===== src/rtl/pwm_pkg.sv =====
// Shared types and defaults for the PWM clock-divider controller.
// Holds the controller state encoding and the default widths/reset divisor.
package pwm_pkg;

  typedef enum logic [1:0] {
    IDLE,
    RESYNC,
    RUN,
    WAIT_BND
  } state_e;

  localparam int unsigned DW_DEF      = 16;
  localparam int unsigned RST_DIV_DEF = 0;

endpackage


===== src/rtl/pwm_period_counter.sv =====
// Period counter mirroring the divider phase; emits a tick on the last
// clk_i cycle of each divided period. Ports: clk_i, rst_ni, clear_i,
// en_i, divisor_i -> tick_o.
module pwm_period_counter
  import pwm_pkg::*;
#(
  parameter int unsigned DW = DW_DEF
) (
  input  logic          clk_i,
  input  logic          rst_ni,
  input  logic          clear_i,
  input  logic          en_i,
  input  logic [DW-1:0] divisor_i,
  output logic          tick_o
);

  logic [DW:0] pcnt_q;
  logic [DW:0] limit;
  logic        at_lim;

  // Divided period is 2*D cycles; D=0 is bypass, so the limit is 0.
  assign limit  = (divisor_i == '0) ? '0
                : {divisor_i, 1'b0} - {{DW{1'b0}}, 1'b1};
  assign at_lim = (pcnt_q == limit);
  assign tick_o = en_i && at_lim;

  always_ff @(posedge clk_i or negedge rst_ni) begin
    if (!rst_ni) begin
      pcnt_q <= '0;
    end else if (clear_i) begin
      pcnt_q <= '0;
    end else if (en_i) begin
      pcnt_q <= at_lim ? '0 : pcnt_q + 1'b1;
    end
  end

endmodule


===== src/rtl/pwm_clkdiv_ctrl.sv =====
// Sequences divisor updates for the PWM clock divider: handshake intake,
// boundary-aligned commit, one-cycle divider restart and per-period tick.
module pwm_clkdiv_ctrl
  import pwm_pkg::*;
#(
  parameter int unsigned    DW      = DW_DEF,
  parameter logic [DW-1:0]  RST_DIV = DW'(RST_DIV_DEF)
) (
  input  logic          clk_i,
  input  logic          rst_ni,
  input  logic          i_enable,
  input  logic          i_req_valid,
  output logic          o_req_ready,
  input  logic [DW-1:0] i_req_divisor,
  output logic [DW-1:0] o_divisor,
  output logic          o_div_rst_n,
  output logic          o_active,
  output logic          o_busy,
  output logic          o_period_tick
);

  state_e        state_q;
  logic [DW-1:0] div_q;
  logic [DW-1:0] pend_q;
  logic          rstn_q;
  logic          active_q;
  logic          busy_q;
  logic          cnt_en;
  logic          xfer;
  logic          tick;

  assign cnt_en = (state_q == RUN) || (state_q == WAIT_BND);
  assign o_req_ready = (state_q == IDLE) || (state_q == RUN);
  assign xfer = i_req_valid && o_req_ready;

  pwm_period_counter #(
    .DW(DW)
  ) u_pcnt (
    .clk_i    (clk_i),
    .rst_ni   (rst_ni),
    .clear_i  (!cnt_en),
    .en_i     (cnt_en),
    .divisor_i(div_q),
    .tick_o   (tick)
  );

  always_ff @(posedge clk_i or negedge rst_ni) begin
    if (!rst_ni) begin
      state_q  <= IDLE;
      div_q    <= RST_DIV;
      pend_q   <= '0;
      rstn_q   <= 1'b0;
      active_q <= 1'b0;
      busy_q   <= 1'b0;
    end else begin
      unique case (state_q)
        IDLE: begin
          if (xfer) div_q <= i_req_divisor;
          if (i_enable) state_q <= RESYNC;
        end
        RESYNC: begin
          state_q  <= RUN;
          rstn_q   <= 1'b1;
          active_q <= 1'b1;
        end
        RUN: begin
          if (!i_enable) begin
            // Stopped divider: a request can load directly.
            if (xfer) div_q <= i_req_divisor;
            state_q  <= IDLE;
            rstn_q   <= 1'b0;
            active_q <= 1'b0;
          end else if (xfer) begin
            pend_q  <= i_req_divisor;
            busy_q  <= 1'b1;
            state_q <= WAIT_BND;
          end
        end
        WAIT_BND: begin
          if (!i_enable) begin
            div_q    <= pend_q;
            busy_q   <= 1'b0;
            state_q  <= IDLE;
            rstn_q   <= 1'b0;
            active_q <= 1'b0;
          end else if (tick) begin
            div_q    <= pend_q;
            busy_q   <= 1'b0;
            state_q  <= RESYNC;
            rstn_q   <= 1'b0;
            active_q <= 1'b0;
          end
        end
      endcase
    end
  end

  assign o_divisor     = div_q;
  assign o_div_rst_n   = rstn_q;
  assign o_active      = active_q;
  assign o_busy        = busy_q;
  assign o_period_tick = tick;

endmodule


===== config.mk =====
export PLATFORM = sky130hd
export DESIGN_NAME = pwm_clkdiv_ctrl
export DESIGN_NICKNAME = d
export VERILOG_FILES = /design/src/rtl/pwm_pkg.sv /design/src/rtl/pwm_period_counter.sv /design/src/rtl/pwm_clkdiv_ctrl.sv
export SDC_FILE = /design/constraint.sdc
export NUM_CORES = 1
export LEC_CHECK = 0
export ABC_AREA = 1
export CAP_MARGIN = 20
export CORE_MARGIN = 2
export CORE_UTILIZATION = 45
export CTS_BUF_LIST = sky130_fd_sc_hd__clkbuf_16
export DETAILED_ROUTE_END_ITERATION = 12
export HOLD_SLACK_MARGIN = 0.06
export PLACE_DENSITY = 0.66
export SYNTH_ARGS = -nofsm -noshare
export SYNTH_HDL_FRONTEND = slang
export SYNTH_HIERARCHICAL = 1
export SYNTH_SLANG_ARGS = --single-unit

===== constraint.sdc =====
create_clock -name clk_i -period 4.8 [get_ports clk_i]
set_clock_uncertainty 0.15 [all_clocks]
set_input_delay 0.96 -clock clk_i [delete_from_list [all_inputs] [get_ports clk_i]]
set_output_delay 0.96 -clock clk_i [all_outputs]
set_load 0.01 [all_outputs]

==> flow_summary_export.csv <==
group,metric,value,unit
clock_tree,cts-hold-fix-buffers,0,
setup_path,reg2reg_slack,1390,ps
routing,routed_via_density,5.33,
global_routing,antenna_found_initial,0,
timing,slew_headroom,44.7,%
timing,max_freq,240,MHz
synthesis,synth_compound_area_share,3.81,%
setup_path,cp.arrival,3050,ps
setup_path,start_kind,"flop",
global_routing,grt_pass1_vias,3478,
synthesis,yosys.cell_count.top_type,"nand2_1",
die,die_y,94.8,um
global_routing,grt_usage,22.9,%
setup_path,crit_fanout,31,
die,coreArea,8090,um2
setup_path,slowest_stage,"clkdlybuf4s50_1",
power_and_ir_drop,powerDensity,550,nW/um2
clock_tree,cts_root_buffer,"clkbuf_16",
setup_path,crit_family,"simple AND/OR/NAND/NOR gates",
routing,vias,3761,
routing,drt-initial-drc-count,151,
finish,nNetsFinal,621,
clock_tree,cts_tree,"yes",
timing,fin_crit_sh,86.7,%
timing,post-route-min-period,4160,ps
clock_tree,cts_made_buffers,5,
setup_path,r2r-end,"o_divisor[1]",
synthesis,ys.flop_type,"dfrtp_1",
synthesis,synth_enable_flop_cells,0,
timing,finalHoldViolations,0,
global_routing,grt.overflow.total,0,
synthesis,synthXorXnorAreaFrac,0.709,%
min_path,worstHoldEndpoint,"pend_q[1]",
power_and_ir_drop,leakage,2.16,nW
finish,regArea,1330,um2
global_routing,grt_max_degree,54,
power_and_ir_drop,peakVddDrop,304,uV
clock_tree,cts_resized,0,
synthesis,yosys_warnings,6,
synthesis,synth_area_leader_cell,"dfrtp_1",
setup_path,r2r_start,"o_divisor[0]",
setup_path,worstRegToRegCells,16,
status,status,"complete, no violations",
setup_path,slowest_delay,610,ps
die,start_util,45.8,%
finish,multiInputGateArea,2050,um2
routing,drt-total-wl,9350,um
synthesis,synth_top_cell_area_share,35.8,%
clock_tree,cts_setup_buffers,0,
die,rows,33,
min_path,hold_path_startpoint,"pend_q[1]",
synthesis,synth-simple-area-share,50.1,%
finish,antenna_cells,0,
timing,rsz0062_at_grt,"false",
finish,final_core_util,52.5,%
routing,dr.pass1.iters,5,
routing,wire_per_inst,13.3,um
synthesis,synth_common_cells,"236 x nand2_1, 85 x nand3_1, 53 x dfrtp_1, 47 x inv_1, 46 x nor2_1",
die,fp.dieW,94.8,um
finish,area_growth,14.7,%
clock_tree,cts_sinks,53,
placed_design,dpl.hpwl,6750,um
placed_design,gp_congestion,1.00,
routing,drc_errors,0,
global_routing,grt_pass1_wl,16300,um
clock_tree,htreeDepth,2,
synthesis,synthArstFlopShare,100,%
setup_path,critical_path_required,3690,ps
finish,n_fill_cell,833,
min_path,holdPathStages,2,
synthesis,postSynthAreaPerCell,6.48,um2
synthesis,ys_seq_area_share,35.8,%
clock_tree,clk_pin_slew,70,ps
synthesis,synthMuxAreaShare,0,%
setup_path,worstPathCellList,"inv_1, ha_1, nand2_2, nor2_4, nand2_4, nand3_1, nand2_1, nand2_1, nor2_1, nand3_1, nor3_1, clkdlybuf4s50_1",
finish,final_area,4250,um2
job,cap_violations,0,
finish,layout-drive-gt1-share,6.67,%
synthesis,yosys-top-cells-area,"dfrtp_1 36%, nand2_1 24%, nand3_1 11%, inv_1 4.8%, nor2_1 4.7%",
placed_design,portBuffers,40,
min_path,hold_path.class,"flop to flop",
clock_tree,cts_buffer_depth,2,
timing,report.final.setup_viol,0,
timing,slew_violations,0,
timing,setup_tns,0,ps
timing,worstMarginPinSlew,830,ps
die,io_pins,41,
setup_path,crit_type,"flop to output port",
die,die_area,8980,um2
routing,postRouteAntennaNets,0,
synthesis,synth-seq-cells,53,
synthesis,synth_fp_nets,594,
synthesis,synth_fa_ha_area_share,0.675,%
synthesis,synth_top_family_by_area,"simple AND/OR/NAND/NOR gates",
setup_path,critical_path_buf_inv_count,2,
synthesis,netlist_instances,572,
clock_tree,clk_latency,290,ps
synthesis,synth_cell_types,33,
placed_design,postPlaceCellArea,4110,um2
synthesis,synth_area,3710,um2
setup_path,endpoint_kind,"output port",
[metal layers]
layer | share of wire [%] | GRT usage [%] | vias to the layer above
met1 | 46 | 30.9 | 1760
li1 | - | - | 1872
met3 | 5.3 | 3.19 | 16
met2 | 46 | 37.9 | 113
met4 | 2.2 | 7.37 | 0
met5 | 0 | 0 | -
[registers in the layout (all words and copies together) (netlist names)]
signal / count
state_q: 2
o_busy: 1
u_pcnt/pcnt_q: 17
o_active: 1
pend_q: 16
o_divisor: 16
[worst register-to-register path: stages, from the launching register on]
cell and delay (ps):
dfrtp_1 390, inv_1 100, ha_1 250, nand2_2 160, nor2_4 70, nand2_4 260, nand3_1 200, nand2_1 130
nand2_1 70, nor2_1 120, nand3_1 90, nor3_1 340, inv_1 170, o21ai_4 430, nand2_4 230, nand2_1 120
nand2_1 50
[worst max-delay path by stage]
| stage | startpoint | to | slack [ps] | depth (start not counted) |
|---|---|---|---|---|
| 6_report | o_divisor[0] | o_period_tick | 640 | 12 |
| 5_1_grt | o_divisor[0] | o_period_tick | 340 | 11 |
| 4_1_cts | o_divisor[0] | o_period_tick | 590 | 11 |
| 3_5_place_dp | o_divisor[0] | o_period_tick | 910 | 11 |
| 3_3_place_gp | o_divisor[0] | o_period_tick | 990 | 11 |
| 2_1_floorplan | o_divisor[0] | o_period_tick | 1750 | 13 |
[through the flow]
step / total power [W] / worst slack [ps] / cells / hold WS [ps]
floorplan: 0.00160 / 1750 / 572 / 292
global placement: 0.00194 / 987 / 696 / 304
detailed placement: 0.00197 / 914 / 697 / 308
CTS: 0.00235 / 590 / 705 / 329
global route: 0.00257 / 344 / 705 / 352
finish: 0.00234 / 639 / 705 / 326
[where the power goes]
group / internal (W) / leakage [nW] / switching [W]
clock network: 0.000195 / 0.0718 / 0.000173
logic: 0.000465 / 1.40 / 0.000703
registers: 0.000593 / 0.684 / 0.000211
[cell usage in the layout (no fill, tap or decap), types with 8 or more instances in the layout]
master           Yosys  layout
nand2_1            236     236
nand3_1             85      85
dfrtp_1             53      53
inv_1               47      47
nor2_1              46      46
clkdlybuf4s50_1      0      39
nand4_1             12      12
nand2_2             10      10
nor3_1               9       9
nor2_2               8       8
[layout make-up]
| cell class | instances | share of cell area, % |
|---|---|---|
| multi-input combinational | 448 | 48.2 |
| sequential | 53 | 31.2 |
| timing repair buffer | 42 | 9.74 |
| inverter | 49 | 4.33 |
| tap | 105 | 3.09 |
| clock buffer | 5 | 2.94 |
| clock inverter | 3 | 0.500 |
[cells by family after synthesis]
kind of cell,after synthesis
buf+inv,71
flops,53
simple gates,421
xor+xnor,3
fa+ha+maj,2
compound gates,22
No activity file was read; power rests on OpenSTA's default activity.
